[src/rtl/mul_iter_pkg.sv]
// Shared encodings and operand-sign helpers for the iterative RV32M multiplier.
package mul_iter_pkg;

  localparam int unsigned MUL_WIDTH = 32;

  typedef enum logic [1:0] {
    MUL_OP_MUL    = 2'b00,
    MUL_OP_MULH   = 2'b01,
    MUL_OP_MULHSU = 2'b10,
    MUL_OP_MULHU  = 2'b11
  } mul_op_e;

  typedef enum logic [1:0] {
    ST_IDLE = 2'b00,
    ST_CALC = 2'b01,
    ST_FIX  = 2'b10,
    ST_DONE = 2'b11
  } mul_state_e;

  // rs1 is signed for every op except MULHU; rs2 only for MUL and MULH.
  function automatic logic op_x_signed(input mul_op_e op);
    return op != MUL_OP_MULHU;
  endfunction

  function automatic logic op_y_signed(input mul_op_e op);
    return (op == MUL_OP_MUL) || (op == MUL_OP_MULH);
  endfunction

endpackage

[src/rtl/mul_iter_if.sv]
// Request/result handshake bundle between a requester and the iterative multiplier.
interface mul_iter_if
  import mul_iter_pkg::*;
#(
  parameter int unsigned WIDTH = MUL_WIDTH
) ();

  logic             in_valid;
  logic             out_ready;
  mul_op_e          in_op;
  logic [WIDTH-1:0] in_x;
  logic [WIDTH-1:0] in_y;
  logic             out_valid;
  logic             in_result_ready;
  logic [WIDTH-1:0] out_result;
  logic             out_busy;

  modport master (
    output in_valid, in_op, in_x, in_y, in_result_ready,
    input  out_ready, out_valid, out_result, out_busy
  );

  modport slave (
    input  in_valid, in_op, in_x, in_y, in_result_ready,
    output out_ready, out_valid, out_result, out_busy
  );

endinterface

[src/rtl/mul_iter_adder.sv]
// Combinational adder with carry-out and a signed/unsigned overflow flag.
module mul_iter_adder #(
  parameter int unsigned WIDTH  = 32,
  parameter bit          SIGNED = 1'b0
) (
  input  logic [WIDTH-1:0] a,
  input  logic [WIDTH-1:0] b,
  output logic [WIDTH-1:0] sum,
  output logic             carry,
  output logic             overflow
);

  assign {carry, sum} = {1'b0, a} + {1'b0, b};

  generate
    if (SIGNED) begin : g_signed
      assign overflow = (a[WIDTH-1] == b[WIDTH-1]) && (sum[WIDTH-1] != a[WIDTH-1]);
    end else begin : g_unsigned
      assign overflow = carry;
    end
  endgenerate

endmodule

[src/rtl/mul_iter.sv]
// Iterative shift-and-add multiplier for MUL/MULH/MULHSU/MULHU: sign-magnitude
// operands, WIDTH add-and-shift cycles, then a single 2*WIDTH sign fix-up.
module mul_iter
  import mul_iter_pkg::*;
#(
  parameter int unsigned WIDTH = MUL_WIDTH
) (
  input  logic       in_clk,
  input  logic       in_rst,
  mul_iter_if.slave  bus
);

  localparam int unsigned CW = $clog2(WIDTH);
  localparam int unsigned PW = 2 * WIDTH;

  mul_state_e       state_q, state_d;
  mul_op_e          op_q, op_d;
  logic [WIDTH-1:0] mag_x_q, mag_x_d;
  logic [WIDTH-1:0] hi_q, hi_d;
  logic [WIDTH-1:0] lo_q, lo_d;
  logic [WIDTH-1:0] result_q, result_d;
  logic [CW-1:0]    count_q, count_d;
  logic             neg_q, neg_d;
  logic             valid_q, valid_d;
  logic             ready_q, ready_d;
  logic             busy_q, busy_d;

  logic             sx, sy;
  logic [WIDTH-1:0] addend, sum;
  logic             carry;
  logic             adder_ovf_unused;
  logic [PW-1:0]    prod, prod_fix;

  assign addend = lo_q[0] ? mag_x_q : '0;

  mul_iter_adder #(
    .WIDTH  (WIDTH),
    .SIGNED (1'b0)
  ) u_adder (
    .a        (hi_q),
    .b        (addend),
    .sum      (sum),
    .carry    (carry),
    .overflow (adder_ovf_unused)
  );

  // Next-state and datapath update.
  always_comb begin
    state_d  = state_q;
    op_d     = op_q;
    mag_x_d  = mag_x_q;
    hi_d     = hi_q;
    lo_d     = lo_q;
    result_d = result_q;
    count_d  = count_q;
    neg_d    = neg_q;
    valid_d  = valid_q;

    sx       = bus.in_x[WIDTH-1] & op_x_signed(bus.in_op);
    sy       = bus.in_y[WIDTH-1] & op_y_signed(bus.in_op);
    prod     = {hi_q, lo_q};
    prod_fix = neg_q ? (~prod + PW'(1)) : prod;

    case (state_q)
      ST_IDLE: begin
        if (bus.in_valid && ready_q) begin
          op_d    = bus.in_op;
          mag_x_d = sx ? (~bus.in_x + WIDTH'(1)) : bus.in_x;
          lo_d    = sy ? (~bus.in_y + WIDTH'(1)) : bus.in_y;
          hi_d    = '0;
          neg_d   = sx ^ sy;
          count_d = '0;
          state_d = ST_CALC;
        end
      end
      ST_CALC: begin
        // Carry-out of the add becomes the new MSB as the pair shifts right.
        {hi_d, lo_d} = {carry, sum, lo_q[WIDTH-1:1]};
        count_d      = count_q + CW'(1);
        if (count_q == CW'(WIDTH - 1)) begin
          state_d = ST_FIX;
        end
      end
      ST_FIX: begin
        result_d = (op_q == MUL_OP_MUL) ? prod_fix[WIDTH-1:0] : prod_fix[PW-1:WIDTH];
        valid_d  = 1'b1;
        state_d  = ST_DONE;
      end
      ST_DONE: begin
        if (bus.in_result_ready) begin
          valid_d = 1'b0;
          state_d = ST_IDLE;
        end
      end
      default: state_d = ST_IDLE;
    endcase

    ready_d = (state_d == ST_IDLE);
    busy_d  = ~ready_d;
  end

  always_ff @(posedge in_clk) begin
    if (in_rst) begin
      state_q  <= ST_IDLE;
      op_q     <= MUL_OP_MUL;
      mag_x_q  <= '0;
      hi_q     <= '0;
      lo_q     <= '0;
      result_q <= '0;
      count_q  <= '0;
      neg_q    <= 1'b0;
      valid_q  <= 1'b0;
      ready_q  <= 1'b1;
      busy_q   <= 1'b0;
    end else begin
      state_q  <= state_d;
      op_q     <= op_d;
      mag_x_q  <= mag_x_d;
      hi_q     <= hi_d;
      lo_q     <= lo_d;
      result_q <= result_d;
      count_q  <= count_d;
      neg_q    <= neg_d;
      valid_q  <= valid_d;
      ready_q  <= ready_d;
      busy_q   <= busy_d;
    end
  end

  assign bus.out_ready  = ready_q;
  assign bus.out_valid  = valid_q;
  assign bus.out_result = result_q;
  assign bus.out_busy   = busy_q;

endmodule

[src/flat_wrapper.sv]
// flat-port wrapper written by rule: the top's interface ports become plain ports
module mul_iter_flat import mul_iter_pkg::*;
#(
  parameter int unsigned WIDTH = MUL_WIDTH
)
  (in_clk, in_rst, bus_in_valid, bus_in_op, bus_in_x, bus_in_y, bus_in_result_ready, bus_out_ready, bus_out_valid, bus_out_result, bus_out_busy);
  mul_iter_if #(.WIDTH(WIDTH)) bus_i ();
  input  logic in_clk;
  input  logic in_rst;
  input wire logic [$bits(bus_i.in_valid)-1:0] bus_in_valid;
  input wire logic [$bits(bus_i.in_op)-1:0] bus_in_op;
  input wire logic [$bits(bus_i.in_x)-1:0] bus_in_x;
  input wire logic [$bits(bus_i.in_y)-1:0] bus_in_y;
  input wire logic [$bits(bus_i.in_result_ready)-1:0] bus_in_result_ready;
  output wire logic [$bits(bus_i.out_ready)-1:0] bus_out_ready;
  output wire logic [$bits(bus_i.out_valid)-1:0] bus_out_valid;
  output wire logic [$bits(bus_i.out_result)-1:0] bus_out_result;
  output wire logic [$bits(bus_i.out_busy)-1:0] bus_out_busy;
  assign bus_i.in_valid = bus_in_valid;
  assign bus_i.in_op = bus_in_op;
  assign bus_i.in_x = bus_in_x;
  assign bus_i.in_y = bus_in_y;
  assign bus_i.in_result_ready = bus_in_result_ready;
  assign bus_out_ready = bus_i.out_ready;
  assign bus_out_valid = bus_i.out_valid;
  assign bus_out_result = bus_i.out_result;
  assign bus_out_busy = bus_i.out_busy;
  mul_iter #(.WIDTH(WIDTH)) u_core (.in_clk(in_clk), .in_rst(in_rst), .bus(bus_i));
endmodule
[config.mk]
export PLATFORM = sky130hd
export DESIGN_NAME = mul_iter_flat
export DESIGN_NICKNAME = d
export VERILOG_FILES = /design/src/rtl/mul_iter_pkg.sv /design/src/rtl/mul_iter_if.sv /design/src/rtl/mul_iter_adder.sv /design/src/rtl/mul_iter.sv /design/src/flat_wrapper.sv
export SDC_FILE = /design/constraint.sdc
export NUM_CORES = 1
export LEC_CHECK = 0
export CAP_MARGIN = 20
export CORE_MARGIN = 2
export CORE_UTILIZATION = 60
export CTS_BUF_LIST = sky130_fd_sc_hd__clkbuf_8
export CTS_CLUSTER_SIZE = 24
export DETAILED_ROUTE_END_ITERATION = 8
export PLACE_DENSITY = 0.84
export SYNTH_ARGS = -nofsm -noshare
export SYNTH_HDL_FRONTEND = slang
export SYNTH_SLANG_ARGS = --single-unit
[constraint.sdc]
create_clock -name in_clk -period 3.45 [get_ports in_clk]
set_input_delay 0.69 -clock in_clk [delete_from_list [all_inputs] [get_ports in_clk]]
set_output_delay 0.69 -clock in_clk [all_outputs]
set_load 0.02 [all_outputs]
==> results of run 1 <==
==> metal layers <==
metal / track usage (%) / up-vias / part of all wire [%]
li1: - / 4917 / -
met1: 46.46 / 4817 / 43
met2: 51.01 / 571 / 43
met3: 8.046 / 91 / 10
met4: 14.93 / 0 / 3.8
met5: 0 / - / 0
==> power breakdown <==
| group | switching (mW) | internal (mW) | total, mW |
|---|---|---|---|
| registers | 0.0985 | 1.71 | 1.81 |
| clock network | 0.700 | 0.705 | 1.40 |
| logic | 0.628 | 0.403 | 1.03 |
==> placed cells by master (no fill, tap or decap), types with 5 or more instances in the layout <==
cell	Yosys	layout
and2_1	35	35
o21ai_0	86	86
buf_4	0	35
dfxtp_1	141	140
xnor2_1	59	59
o21a_1	5	5
a21o_1	19	19
nor2_1	153	153
a222oi_1	28	28
and3_1	6	6
a31oi_1	5	5
or2_2	10	10
nor2b_1	9	8
nor4_1	13	13
o221ai_1	12	12
ha_1	37	37
o211ai_1	6	6
a221oi_1	5	5
o41ai_1	14	14
nand3b_1	5	5
clkbuf_8	0	20
clkdlybuf4s50_1	0	103
a22oi_1	10	10
xor2_1	66	66
nand2_1	127	127
a211oi_1	32	32
or3_1	25	25
or4_1	10	10
nand2b_1	13	13
inv_1	23	24
o31ai_1	32	32
nor3_1	32	31
nand4_1	20	20
a21oi_1	71	71
nand3_1	24	24
a32o_1	5	5
==> final cells by class <==
class,count,area [sq um]
Clock inverter,12,135.1
Inverter,23,86.33
Clock buffer,20,275.3
Fill cell,1338,4800
Multi-Input combinational cell,1044,6698
Tap cell,220,275.3
Sequential cell,141,2824
Timing Repair Buffer,139,1314
==> logic make-up (layout without fill, tap and decap cells) <==
| kind of cell | Yosys count | after routing | share of synthesized area (%) |
|---|---|---|---|
| AO/OA/AOI/OAI | 378 | 378 | 26.44 |
| multiplexers | 5 | 5 | 0.5154 |
| XOR/XNOR | 125 | 125 | 11.00 |
| flip-flops | 141 | 141 | 28.36 |
| AND/OR/NAND/NOR | 498 | 498 | 24.41 |
| adder cells (fa/ha/maj) | 38 | 38 | 4.852 |
| buffers and inverters | 115 | 194 | 4.425 |
==> worst min-delay path, delay by kind of cell (launching register included) <==
kind,cells,cell delay [ns]
flip-flops,1,0.31
AND/OR/NAND/NOR,2,0.09
==> sequential cells by signal, indices dropped and copies added (netlist names) <==
register and cells:
u_core.mag_x_q 32, u_core.bus.out_ready 1, u_core.bus.out_result 32, u_core.bus.out_valid 1, u_core.count_q 5, u_core.lo_q 32
u_core.op_q 2, u_core.neg_q 1, u_core.bus.out_busy 1, u_core.hi_q 32, u_core.state_q 2
==> per-stage QoR <==
stage	hold slack, ns	util, %	area [sq um]	setup slack (ns)
after detailed placement	0.4342	68.25	11200	0.2182
after CTS	0.4472	70.75	11610	0.3765
after floorplan	0.4273	-	9953	0.4284
after global routing	0.4803	70.75	11610	0.1063
final	0.4442	70.75	11610	0.3734
after global placement	0.4304	68.25	11200	0.2489
==> how the worst max path moves through the flow <==
stage	endpoint	slack, ns
2_1_floorplan	u_core.hi_q[23]$_SDFFE_PP0P_	0.43
3_3_place_gp	u_core.mag_x_q[21]$_SDFFE_PP0P_	0.25
3_5_place_dp	u_core.mag_x_q[30]$_SDFFE_PP0P_	0.22
4_1_cts	u_core.hi_q[26]$_SDFFE_PP0P_	0.38
5_1_grt	u_core.hi_q[28]$_SDFFE_PP0P_	0.11
6_report	u_core.hi_q[26]$_SDFFE_PP0P_	0.37
==> impl_metrics.tcl, run 1 <==
set metrics [dict create \
    post-cts-setup-buffer-count 0 \
    final_cells 1599 \
    drv_slew 0 \
    num_rows 47 \
    grt.overflow.total 0 \
    grt_pass1_wl_mm 48.10 \
    path_max_fanout 36 \
    cts_tree "yes" \
    power.density_nw_per_um2 365.3 \
    avgSynthCellArea_sq_um 7.656 \
    finalSetupTns_ns 0 \
    period_needed_ns 3.077 \
    critPathBufInv 1 \
    r2r-end "u_core.hi_q[26]$_SDFFE_PP0P_" \
    synth-async-reset-ratio_pct 0 \
    fin_crit_sh_pct 89.18 \
    gp_congestion 1.015 \
    die_area_sq_um 17630 \
    drt_iter0_drc 1214 \
    worstHoldStart "u_core.bus.out_result[30]$_SDFFE_PP0P_" \
    die_width_um 132.8 \
    hold_end "u_core.bus.out_result[30]$_SDFFE_PP0P_" \
    path_delay_family "compound AO/OA/AOI/OAI gates" \
    ys.flop_type "dfxtp_1" \
    critPathLaunchType "flop" \
    cp_data_arrival_time_ns 3.45 \
    clk_latency_ns 0.47 \
    n_antenna_cell 0 \
    finalHoldViolCount 0 \
    reg2reg_from "u_core.lo_q[0]$_SDFFE_PP0P_" \
    nets 1474 \
    slew-limit-headroom_pct 49.37 \
    routedWlPerCell_um 18.95 \
    synth.most_common_cell "nor2_1" \
    vias_per_cell 6.502 \
    crit_path_cell_trace "buf_12, and2_1, ha_1, nand2_1, or3_1, a31oi_1, o211ai_1, a211oi_1, o21ai_0, a32o_1" \
    clock_path_buffers 2 \
    synth_edf_count 0 \
    rsz0062_at_grt "no" \
    regToRegSetupSlack_ns 0.37 \
    ys_ff_latch 141 \
    min_path_cells 2 \
    p_leak_nw 4.467 \
    dp_hpwl_mm 22.52 \
    yosysWarnings 0 \
    slowest_stage "a211oi_1" \
    cp-end-kind "flop" \
    synth_top_area_share_pct 28.36 \
    crit_required_ns 3.82 \
    place_inst 1567 \
    syn_area_sq_um 9953 \
    synthTopCellsByCount "nor2_1, dfxtp_1, nand2_1" \
    grt_max_degree 61 \
    drive_gt1_share_pct 6.962 \
    setup_viol 0 \
    cts.sink_count 141 \
    synth_seq_area_share_pct 28.36 \
    cap_viol_max_count 0 \
    power_mw 4.241 \
    tightest_slew_ns 0.7579 \
    violations "DRC" \
    cts_htree_levels 4 \
    cts_buffers 17 \
    final_antenna_net_count 0 \
    worst_setup_hold_path_clk_slew_ns 0.09 \
    core_area_sq_um 16410 \
    synth_fp_nets 1408 \
    dr.pass1.iters 9 \
    root_buffer "clkbuf_8" \
    track_usage_pct 33.95 \
    wl_mm 30.31 \
    crit_type "reg -> reg" \
    yosysUniqueCellTypes 75 \
    startpoint "u_core.lo_q[0]$_SDFFE_PP0P_" \
    crit_path_max_incr_delay_ns 0.60 \
    antenna_found_initial 0 \
    cts_resized 0 \
    io_pins 105 \
    hold_class "reg -> reg" \
    vdd.ir_drop.worst_v 0.0002548 \
    ys_top_cells_by_area "dfxtp_1, xor2_1, nor2_1" \
    remaining_drc_errors 8 \
    rr_worst_depth 10 \
    max_freq_mhz 325.0 \
    dr_total_vias 10400 \
    hold_buffers 0 \
    synth_top_area_cell "dfxtp_1" \
    die_y_um 132.8 \
    syn_inst 1300 \
    cp.depth 10 \
    status "finished with violations" \
    area_delta_synth_final_pct 16.62 \
    start_util_pct 60.66 \
    port_buffers 104 \
    fin_worst_skew_ns 0.01702 \
    first_global_vias 9359 \
]
Power figures use the tool's default switching activity.
==> run 2, diff against run 1 <==
- HOLD_SLACK_MARGIN: default -> 0.02
==> results of run 2 <==
Same layout as run 1: the final DEF is identical, and so are final timing and power.
==> run 3, diff against run 2 <==
- CORE_UTILIZATION: 60 -> 59
- CTS_BUF_LIST: sky130_fd_sc_hd__clkbuf_8 -> default
- PLACE_DENSITY: 0.84 -> 0.82
- SKIP_CTS_REPAIR_TIMING: default -> 1
- SYNTH_HIERARCHICAL: default -> 1
==> run 3 against run 2 <==
- the run now ends clean
- routed wire length increased by 12%
- worst setup slack got worse by 0.0072 ns
- sequential cell count unchanged
- largest cell class unchanged
==> impl_metrics.tcl, run 3 <==
set metrics [dict create \
    status "finished, final reports clean" \
    syn_inst 1388 \
    reg2reg_from "u_core/lo_q[0]$_SDFFE_PP0P_" \
    path_delay_family "compound AO/OA/AOI/OAI gates" \
    r2r-end "u_core/hi_q[26]$_SDFFE_PP0P_" \
    finalHoldViolCount 0 \
    port_buffers 104 \
    yosysWarnings 6 \
    wl_mm 33.91 \
    crit_path_max_incr_delay_ns 0.50 \
    setup_viol 0 \
    clk_latency_ns 0.43 \
    cp.depth 10 \
    grt_pass1_wl_mm 53.85 \
    area_delta_synth_final_pct 17.95 \
    worst_setup_hold_path_clk_slew_ns 0.06 \
    die_width_um 138.8 \
    crit_required_ns 3.76 \
    fin_crit_sh_pct 89.39 \
    path_max_fanout 21 \
    num_rows 49 \
    cts_tree "yes" \
    cp-end-kind "flop" \
    p_leak_nw 4.846 \
    fin_worst_skew_ns 0.007252 \
    first_global_vias 10230 \
    cts.sink_count 141 \
    grt.overflow.total 0 \
    hold_class "reg -> reg" \
    rr_worst_depth 10 \
    drive_gt1_share_pct 9.320 \
    dp_slack_ns 0.2338 \
    die_y_um 138.8 \
    io_pins 105 \
    core_area_sq_um 17900 \
    gp_congestion 1.001 \
    root_buffer "clkbuf_16" \
    final_cell_mix "nor2_1, dfxtp_1, clkdlybuf4s50_1, a21oi_1, nand2_1" \
    synth_fp_nets 1496 \
    vias_per_cell 6.710 \
    drt_iter0_drc 1603 \
    max_freq_mhz 324.3 \
    cp_data_arrival_time_ns 3.39 \
    slowest_stage "dfxtp_2" \
    finalWorstSetupSlack_ns 0.3662 \
    fin_area_sq_um 12640 \
    dp_hpwl_mm 25.02 \
    regToRegSetupSlack_ns 0.37 \
    remaining_drc_errors 0 \
    drv_slew 0 \
    syn_area_sq_um 10710 \
    cts_htree_levels 4 \
    power.density_nw_per_um2 386.9 \
    crit_top_cell "a21oi_1" \
    dr_total_vias 11400 \
    n_antenna_cell 0 \
    period_needed_ns 3.084 \
    crit_end "u_core/hi_q[26]$_SDFFE_PP0P_" \
    final_antenna_net_count 0 \
    finalSetupTns_ns 0 \
    antenna_found_initial 0 \
    rsz0062_at_grt "no" \
    cts_buffers 17 \
    layout_commonest_cell "nor2_1" \
    die_area_sq_um 19250 \
    avgSynthCellArea_sq_um 7.719 \
    dr.pass1.iters 9 \
    nets 1565 \
    crit_type "reg -> reg" \
    track_usage_pct 34.04 \
    slew-limit-headroom_pct 43.58 \
    routedWlPerCell_um 19.96 \
    grt_max_degree 71 \
    clock_path_buffers 2 \
    start_util_pct 59.85 \
    critPathLaunchType "flop" \
    vdd.ir_drop.worst_v 0.0003979 \
    placed_cell_area_sq_um 12040 \
    tightest_slew_ns 0.8386 \
    critPathBufInv 0 \
    crit_path_cell_trace "and2_1, ha_1, a21oi_1, o22ai_1, nor4_1, a21oi_1, a2111oi_0, nor4bb_1, a22oi_1, nor2_1" \
    startpoint "u_core/lo_q[0]$_SDFFE_PP0P_" \
    cap_viol_max_count 0 \
]
[run 3: cell types whose count changed in the layout (fill, tap and decap cells not counted), moves of 19 or more]
cell     previous run  this run
o21ai_0            86        54
nand2_1           127        96
nor2_1            153       175
a22oi_1            10        45
a21oi_1            71        96
nor3_1             31        50
[run 3: worst register-to-register path, stage by stage, from the launching register on]
cell       delay (ns)
dfxtp_2          0.50
and2_1           0.21
ha_1             0.31
a21oi_1          0.34
o22ai_1          0.20
nor4_1           0.37
a21oi_1          0.22
a2111oi_0        0.46
nor4bb_1         0.11
a22oi_1          0.18
nor2_1           0.06
[run 3: final cells by class]
| type | instances | area, sq um |
|---|---|---|
| Clock buffer | 20 | 456.7 |
| Clock inverter | 12 | 137.6 |
| Fill cell | 1467 | 5265 |
| Inverter | 23 | 86.33 |
| Multi-Input combinational cell | 1124 | 7423 |
| Sequential cell | 141 | 2825 |
| Tap cell | 229 | 286.5 |
| Timing Repair Buffer | 150 | 1421 |
[run 3: how the worst min path moves through the flow]
stage | startpoint | end | cells past startpoint
6_report | u_core/bus.out_result[3]$_SDFFE_PP0P_ | u_core/bus.out_result[3]$_SDFFE_PP0P_ | 2
5_1_grt | u_core/bus.out_result[3]$_SDFFE_PP0P_ | u_core/bus.out_result[3]$_SDFFE_PP0P_ | 2
4_1_cts | u_core/bus.out_result[3]$_SDFFE_PP0P_ | u_core/bus.out_result[3]$_SDFFE_PP0P_ | 2
3_5_place_dp | u_core/bus.out_result[3]$_SDFFE_PP0P_ | u_core/bus.out_result[3]$_SDFFE_PP0P_ | 2
3_3_place_gp | u_core/bus.out_result[3]$_SDFFE_PP0P_ | u_core/bus.out_result[3]$_SDFFE_PP0P_ | 2
2_1_floorplan | u_core/mag_x_q[0]$_SDFFE_PP0P_ | u_core/mag_x_q[0]$_SDFFE_PP0P_ | 2
[run 3: per-stage QoR]
stage	cells	hold WS [ns]	utilization [%]	total power, mW
floorplan	1388	0.4317	-	2.600
global placement	1667	0.4447	67.26	2.964
finish	1699	0.4532	70.59	4.890
CTS	1699	0.4581	70.58	4.849
detailed placement	1667	0.4492	67.26	2.991
global route	1699	0.4742	70.59	5.047
[run 3: power by group]
part / internal (mW) / switching [mW] / total (mW)
registers: 1.71 / 0.117 / 1.83
logic: 0.469 / 0.707 / 1.18
clock network: 1.11 / 0.777 / 1.88
total: 3.29 / 1.60 / 4.89
[run 3: layer usage]
metal,part of all wire (%),track usage [%],routed length [um],up-vias
li1,-,-,-,5328
met1,43,47.68,14530,5314
met5,0,0,0,-
met4,2.9,11.86,994,0
met2,44,53.47,15080,672
met3,9.7,5.559,3304,86
